### config.mk
export PLATFORM = sky130hd
export DESIGN_NAME = eink_line_feeder_flat
export DESIGN_NICKNAME = d
export VERILOG_FILES = /design/src/rtl/eink_line_feeder_if.sv /design/src/rtl/eink_line_feeder.sv /design/src/flat_wrapper.sv
export SDC_FILE = /design/constraint.sdc
export NUM_CORES = 1
export LEC_CHECK = 0
export BUFFER_PORTS_ARGS = -buffer_cell sky130_fd_sc_hd__buf_4
export CORE_MARGIN = 5
export CORE_UTILIZATION = 55
export DETAILED_ROUTE_END_ITERATION = 8
export PLACE_DENSITY = 0.83
export SYNTH_ARGS = -nofsm -noshare
export SYNTH_HDL_FRONTEND = slang
export SYNTH_SLANG_ARGS = --single-unit
### constraint.sdc
create_clock -name clk -period 2.8 [get_ports clk]
set_input_delay 0.42 -clock clk [delete_from_list [all_inputs] [get_ports clk]]
set_output_delay 0.42 -clock clk [all_outputs]
set_load 0.01 [all_outputs]
### src/rtl/eink_line_feeder_if.sv
// Bundles the pixel-in, word-out and frame-control signals of the e-ink line feeder.
// The master side drives frame control, pixels and pop requests; the slave side is the feeder.
interface eink_line_feeder_if;
   logic        frame_fresh;
   logic [3:0]  frame_phase;
   logic [9:0]  line_words;
   logic [9:0]  line_num;
   logic        pix_valid;
   logic        pix_ready;
   logic [3:0]  pix_old;
   logic [3:0]  pix_new;
   logic        word_req;
   logic [15:0] data;
   logic        line_end;
   logic        frame_busy;
   logic        underrun;

   modport master (
      output frame_fresh, frame_phase, line_words, line_num,
      output pix_valid, pix_old, pix_new, word_req,
      input  pix_ready, data, line_end, frame_busy, underrun
   );

   modport slave (
      input  frame_fresh, frame_phase, line_words, line_num,
      input  pix_valid, pix_old, pix_new, word_req,
      output pix_ready, data, line_end, frame_busy, underrun
   );
endinterface

### src/rtl/eink_line_feeder.sv
// E-ink line feeder: maps old/new gray pixel pairs to 2-bit drive codes, packs eight
// codes per 16-bit word, buffers words in a FIFO and hands one out per word_req.
// A completed word sits in a one-entry staging register for one cycle before it is
// written to the FIFO, so it becomes poppable the cycle after the 8th pixel edge.
module eink_line_feeder #(
   parameter int FIFO_DEPTH = 8
) (
   input logic                clk,
   input logic                rst_n,
   eink_line_feeder_if.slave  bus
);
   localparam int AW = $clog2(FIFO_DEPTH);
   localparam logic [AW:0] DEPTH_C = (AW+1)'(FIFO_DEPTH);

   typedef enum logic [1:0] {S_IDLE, S_RUN, S_DRAIN} state_t;

   state_t          state_q, state_d;
   logic [3:0]      phase_q;
   logic [9:0]      lw_q, ln_q;
   logic [2:0]      pix_cnt_q;
   logic [13:0]     shreg_q;
   logic [9:0]      word_cnt_q, line_cnt_q;
   logic            pend_q, pend_last_q;
   logic [15:0]     pend_word_q;
   logic [15:0]     mem [FIFO_DEPTH];
   logic [AW-1:0]   wr_ptr_q, rd_ptr_q;
   logic [AW:0]     count_q;
   logic [15:0]     data_q;
   logic            line_end_q, underrun_q;

   logic            pix_ready, pix_fire, push, pop_ok, pop_under;
   logic            last_word, last_line;
   logic [3:0]      diff;
   logic [1:0]      code;
   logic [15:0]     word_full;

   // Handshake, drive-code and FIFO-event decode
   always_comb begin
      pix_ready = (state_q == S_RUN) && (count_q < DEPTH_C);
      pix_fire  = bus.pix_valid && pix_ready && !bus.frame_fresh;
      push      = pend_q && !bus.frame_fresh;
      pop_ok    = bus.word_req && (count_q != '0) && !bus.frame_fresh;
      pop_under = bus.word_req && (count_q == '0) && !bus.frame_fresh;
      diff      = (bus.pix_new > bus.pix_old) ? (bus.pix_new - bus.pix_old)
                                              : (bus.pix_old - bus.pix_new);
      code      = 2'b00;
      if (phase_q < diff) begin
         if (bus.pix_new < bus.pix_old)      code = 2'b01;
         else if (bus.pix_new > bus.pix_old) code = 2'b10;
      end
      word_full = {shreg_q, code};
      last_word = (word_cnt_q == lw_q - 10'd1);
      last_line = (line_cnt_q == ln_q - 10'd1);
   end

   // Next-state logic: frame_fresh always restarts the frame
   always_comb begin
      state_d = state_q;
      if (bus.frame_fresh) begin
         state_d = S_RUN;
      end else begin
         unique case (state_q)
            S_IDLE:  state_d = S_IDLE;
            S_RUN:   if (pix_fire && pix_cnt_q == 3'd7 && last_word && last_line)
                        state_d = S_DRAIN;
            S_DRAIN: if (count_q == '0 && !pend_q)
                        state_d = S_IDLE;
            default: state_d = S_IDLE;
         endcase
      end
   end

   // FSM state register
   always_ff @(posedge clk or negedge rst_n) begin
      if (!rst_n) state_q <= S_IDLE;
      else        state_q <= state_d;
   end

   // FIFO storage; no reset so it can map to block RAM
   always_ff @(posedge clk) begin
      if (push) mem[wr_ptr_q] <= pend_word_q;
   end

   // Packing, counters, FIFO pointers and output registers
   always_ff @(posedge clk or negedge rst_n) begin
      if (!rst_n) begin
         phase_q     <= '0;
         lw_q        <= '0;
         ln_q        <= '0;
         pix_cnt_q   <= '0;
         shreg_q     <= '0;
         word_cnt_q  <= '0;
         line_cnt_q  <= '0;
         pend_q      <= 1'b0;
         pend_last_q <= 1'b0;
         pend_word_q <= '0;
         wr_ptr_q    <= '0;
         rd_ptr_q    <= '0;
         count_q     <= '0;
         data_q      <= '0;
         line_end_q  <= 1'b0;
         underrun_q  <= 1'b0;
      end else if (bus.frame_fresh) begin
         phase_q     <= bus.frame_phase;
         lw_q        <= bus.line_words;
         ln_q        <= bus.line_num;
         pix_cnt_q   <= '0;
         shreg_q     <= '0;
         word_cnt_q  <= '0;
         line_cnt_q  <= '0;
         pend_q      <= 1'b0;
         pend_last_q <= 1'b0;
         wr_ptr_q    <= '0;
         rd_ptr_q    <= '0;
         count_q     <= '0;
         line_end_q  <= 1'b0;
         underrun_q  <= 1'b0;
      end else begin
         line_end_q <= 1'b0;
         // staged word moves into the FIFO one cycle after its 8th pixel
         if (push) begin
            pend_q     <= 1'b0;
            wr_ptr_q   <= wr_ptr_q + 1'b1;
            line_end_q <= pend_last_q;
         end
         if (pix_fire) begin
            pix_cnt_q <= pix_cnt_q + 3'd1;
            if (pix_cnt_q == 3'd7) begin
               pend_q      <= 1'b1;
               pend_word_q <= word_full;
               pend_last_q <= last_word;
               shreg_q     <= '0;
               if (last_word) begin
                  word_cnt_q <= '0;
                  line_cnt_q <= line_cnt_q + 10'd1;
               end else begin
                  word_cnt_q <= word_cnt_q + 10'd1;
               end
            end else begin
               shreg_q <= {shreg_q[11:0], code};
            end
         end
         if (pop_ok) begin
            data_q   <= mem[rd_ptr_q];
            rd_ptr_q <= rd_ptr_q + 1'b1;
         end
         if (pop_under) begin
            data_q     <= 16'h0000;
            underrun_q <= 1'b1;
         end
         unique case ({push, pop_ok})
            2'b10:   count_q <= count_q + 1'b1;
            2'b01:   count_q <= count_q - 1'b1;
            default: count_q <= count_q;
         endcase
      end
   end

   assign bus.pix_ready  = pix_ready;
   assign bus.data       = data_q;
   assign bus.line_end   = line_end_q;
   assign bus.frame_busy = (state_q != S_IDLE);
   assign bus.underrun   = underrun_q;
endmodule

### src/flat_wrapper.sv
// flat-port wrapper written by rule: the top's interface ports become plain ports
module eink_line_feeder_flat 
#(
   parameter int FIFO_DEPTH = 8
)
  (clk, rst_n, bus_frame_fresh, bus_frame_phase, bus_line_words, bus_line_num, bus_pix_valid, bus_pix_old, bus_pix_new, bus_word_req, bus_pix_ready, bus_data, bus_line_end, bus_frame_busy, bus_underrun);
  eink_line_feeder_if bus_i ();
  input logic clk;
  input logic rst_n;
  input wire logic [$bits(bus_i.frame_fresh)-1:0] bus_frame_fresh;
  input wire logic [$bits(bus_i.frame_phase)-1:0] bus_frame_phase;
  input wire logic [$bits(bus_i.line_words)-1:0] bus_line_words;
  input wire logic [$bits(bus_i.line_num)-1:0] bus_line_num;
  input wire logic [$bits(bus_i.pix_valid)-1:0] bus_pix_valid;
  input wire logic [$bits(bus_i.pix_old)-1:0] bus_pix_old;
  input wire logic [$bits(bus_i.pix_new)-1:0] bus_pix_new;
  input wire logic [$bits(bus_i.word_req)-1:0] bus_word_req;
  output wire logic [$bits(bus_i.pix_ready)-1:0] bus_pix_ready;
  output wire logic [$bits(bus_i.data)-1:0] bus_data;
  output wire logic [$bits(bus_i.line_end)-1:0] bus_line_end;
  output wire logic [$bits(bus_i.frame_busy)-1:0] bus_frame_busy;
  output wire logic [$bits(bus_i.underrun)-1:0] bus_underrun;
  assign bus_i.frame_fresh = bus_frame_fresh;
  assign bus_i.frame_phase = bus_frame_phase;
  assign bus_i.line_words = bus_line_words;
  assign bus_i.line_num = bus_line_num;
  assign bus_i.pix_valid = bus_pix_valid;
  assign bus_i.pix_old = bus_pix_old;
  assign bus_i.pix_new = bus_pix_new;
  assign bus_i.word_req = bus_word_req;
  assign bus_pix_ready = bus_i.pix_ready;
  assign bus_data = bus_i.data;
  assign bus_line_end = bus_i.line_end;
  assign bus_frame_busy = bus_i.frame_busy;
  assign bus_underrun = bus_i.underrun;
  eink_line_feeder #(.FIFO_DEPTH(FIFO_DEPTH)) u_core (.clk(clk), .rst_n(rst_n), .bus(bus_i));
endmodule
==> flow_metrics.env <==
export IMPL_yosysTopAreaCell="edfxtp_1"
export IMPL_cts_root_buf="clkbuf_16"
export IMPL_slew_headroom=0.523
export IMPL_crit_start="u_core.lw_q[0]$_DFFE_PN0P_"
export IMPL_grt_pass1_vias=6354
export IMPL_chipHeight_um=149
export IMPL_syn_mean_instance_area_sq_um=14.2
export IMPL_drtAntennaViolNets=0
export IMPL_firstDrtPassIters=7
export IMPL_num_fill_cells=1343
export IMPL_critPathBufInv=1
export IMPL_r2r_cells=7
export IMPL_final_hold_viol_count=0
export IMPL_drv_cap=0
export IMPL_met1_usage=0.253
export IMPL_place_inst=1065
export IMPL_setup_tns_ns=0
export IMPL_fmax_mhz=374
export IMPL_yosysWarningCount=0
export IMPL_power_density_nw_per_um2=697
export IMPL_rr_startpoint="u_core.lw_q[0]$_DFFE_PN0P_"
export IMPL_worstPathArrival_ns=3.06
export IMPL_worst_setup_path_start_kind="flop"
export IMPL_vdd_ir_drop_max_v=0.000485
export IMPL_ys_ff_latch=237
export IMPL_final_area_sq_um=12400
export IMPL_hold_ws_ns=0.114
export IMPL_syn_inst=747
export IMPL_grt_max_degree=53
export IMPL_regToRegSetupSlack_ns=0.13
export IMPL_die_w_um=149
export IMPL_hold_path_class="input port to flop"
export IMPL_synth_top_area_frac=0.364
export IMPL_yosysSeqAreaShare=0.622
export IMPL_vias=6209
export IMPL_syn2layout_area_growth_pct=17.4
export IMPL_reg2reg_to="u_core.line_cnt_q[4]$_DFFE_PN0P_"
export IMPL_netlist_top_cells_count="edfxtp_1, dfrtp_1, nand2_1, nor2_1, mux2_2"
export IMPL_busiest_layer="met2"
export IMPL_nets=893
export IMPL_gp_congestion=0.835
export IMPL_end_kind="flop"
export IMPL_port_buffers=56
export IMPL_synth_area_leaders="edfxtp_1, dfrtp_1, mux4_2"
export IMPL_drt_wl_total_um=20200
export IMPL_wl_per_cell_um=18.2
export IMPL_grt_overflow_total=0
export IMPL_grtUsageMet3=0.0271
export IMPL_synth_cell_types=57
export IMPL_worst_hold_path_num_cells=3
export IMPL_n_antenna_cell=0
export IMPL_cp_slowest_stage_delay_ns=0.66
export IMPL_p_leak_uw=0.00464
export IMPL_cts_buffers=25
export IMPL_setup_slack_ns=0.127
export IMPL_drive_gt1_frac=0.264
export IMPL_path_max_fanout=14
export IMPL_drc_errors=0
export IMPL_core_sq_um=18800
export IMPL_path_cells="buf_4, nor4_1, and3_1, xnor2_1, or4_4, nor3_1, mux2_1"
export IMPL_synth_edf_count=128
export IMPL_fin_cells=1112
export IMPL_clock_sinks=237
export IMPL_slew_viol_final=0
export IMPL_grt_antenna_before_repair=0
export IMPL_synthFlopType="edfxtp_1"
export IMPL_switchingPower_uw=2060
export IMPL_floorplan_rows=50
export IMPL_p_int_uw=6590
export IMPL_io_pins=57
export IMPL_initial_core_util=0.561
export IMPL_htree_levels=1
export IMPL_p_clk_frac=0.402
export IMPL_min_from="bus_line_num[0]"
export IMPL_drt_first_iter_violations=399
export IMPL_grt_use_total=0.188
export IMPL_critical_path_top_delay_family="simple AND/OR/NAND/NOR gates"
export IMPL_period_minus_slack_ns=2.67
export IMPL_status="finished, final reports clean"
export IMPL_worst_pin_slew_ns=0.716
export IMPL_place_area_sq_um=11500
export IMPL_clkTransAtPathRegs_ns=0.06
export IMPL_grt_first_pass_wirelength_um=33400
export IMPL_cts_tree="built"
export IMPL_clk_path_buf_depth=3
export IMPL_post_drt_via_cell_ratio=5.58
export IMPL_synth_fp_nets=807
export IMPL_dp_hpwl_um=13100
export IMPL_ys_async_sr_fraction=0.460
export IMPL_fin_crit_sh=0.955
export IMPL_setup_viol=0
export IMPL_yosysMostFrequentCell="edfxtp_1"
export IMPL_power_share_combinational=0.143
export IMPL_crit_type="flop to flop"
export IMPL_place_ws_ns=-0.284
export IMPL_grtUsageMet2=0.329
export IMPL_worstSetupPathDepth=7
export IMPL_syn_area_sq_um=10600
export IMPL_insertion_delay_ns=0.52
export IMPL_critPathSlowestCell="or4_4"
export IMPL_required_ns=3.19
export IMPL_p_sw_frac=0.239
export IMPL_power_share_sequential=0.455
export IMPL_rsz0062_at_grt="false"
export IMPL_whs_endpoint="u_core.ln_q[0]$_DFFE_PN0P_"
export IMPL_skew_ns=0.0147
export IMPL_die_area_sq_um=22100
-- flip-flops by register name, indices dropped and copies added, names as in the netlist, 2 cells and up --
| signal | cells |
|---|---|
| u_core.state_q | 2 |
| u_core.bus.data | 16 |
| u_core.lw_q | 10 |
| u_core.rd_ptr_q | 3 |
| u_core.wr_ptr_q | 3 |
| u_core.count_q | 4 |
| u_core.word_cnt_q | 10 |
| u_core.pix_cnt_q | 3 |
| u_core.shreg_q | 14 |
| u_core.ln_q | 10 |
| u_core.line_cnt_q | 10 |
| u_core.mem | 128 |
| u_core.phase_q | 4 |
| u_core.pend_word_q | 16 |
-- through the flow --
stage                     total power, uW  utilization
after detailed placement             5260        0.611
final                                8650        0.659
after global routing                 9050        0.659
after floorplan                      4790            -
after CTS                            8750        0.659
after global placement               5220        0.611
-- worst register-to-register path: cells and delay by family, from the launching register on --
family | cells | cell delay, ns
buffers and inverters | 1 | 0.17
AND/OR/NAND/NOR | 4 | 1.56
flip-flops | 1 | 0.39
multiplexers | 1 | 0.34
XOR/XNOR | 1 | 0.09
-- cell families after synthesis --
family                   count (synthesis)  synth area share
multiplexers                           101             0.139
AND/OR/NAND/NOR                        206             0.107
AO/OA/AOI/OAI                           87            0.0532
buffers and inverters                   59            0.0225
adder cells (fa/ha/maj)                 23            0.0294
flip-flops                             237             0.622
XOR/XNOR                                34            0.0282
-- worst max-delay path by stage --
stage | endpoint | slack (ns)
after floorplan | u_core.shreg_q[1]$_DFFE_PN0P_ | 0.01
after detailed placement | u_core.shreg_q[1]$_DFFE_PN0P_ | -0.28
final | u_core.line_cnt_q[4]$_DFFE_PN0P_ | 0.13
after global routing | u_core.shreg_q[1]$_DFFE_PN0P_ | 0.01
after CTS | u_core.line_cnt_q[3]$_DFFE_PN0P_ | 0.05
after global placement | u_core.shreg_q[1]$_DFFE_PN0P_ | -0.15
-- final cells by class --
class | count | area [sq um] | area share
flip-flops and latches | 237 | 6570 | 0.530
repair buffers | 98 | 763 | 0.0615
well taps | 260 | 325 | 0.0262
clock buffers | 35 | 723 | 0.0583
multi-input cells | 451 | 3790 | 0.305
clock inverters | 11 | 161 | 0.0130
inverters | 20 | 75.1 | 0.00605
-- timing repair --
item                                    in CTS  in global routing
resized for setup                            0                  2
hold buffers                                 1                  0
hold endpoints to repair                    49                  0
endpoints found under the setup margin       0                  9
buffers inserted                             0                  0
-- routing by layer --
metal / vias up / part of all wire
li1: 2955 / -
met1: 3109 / 0.44
met2: 127 / 0.51
met3: 18 / 0.040
met4: 0 / 0.013
met5: - / 0
-- power by group through the flow --
stage / registers, uW / logic [uW] / clock network, uW
after floorplan: 4010 / 779 / 0
after global placement: 4000 / 1220 / 0
after detailed placement: 4010 / 1250 / 0
after CTS: 3940 / 1260 / 3550
after global routing: 3960 / 1380 / 3710
final: 3940 / 1240 / 3470
-- cells in the final DEF, fill, tap and decap left out, types with 5 or more instances in the layout --
cell,instances
inv_1,20
nor2b_1,14
edfxtp_1,128
nand3_1,6
nor3_1,9
nor2_1,43
xnor2_1,17
nor4b_1,5
o22ai_1,6
clkbuf_8,6
xor2_1,17
nand3b_1,8
mux2_1,8
nor4_1,5
nor3_2,9
clkbuf_16,25
mux2i_1,26
dfrtp_1,108
o21ai_0,31
buf_4,95
a22o_1,12
mux4_2,32
and3_1,10
mux2_2,35
a21oi_1,13
ha_1,20
nand4_1,8
nand2b_1,9
nand2_1,51
(Power assumes the default switching activity.)
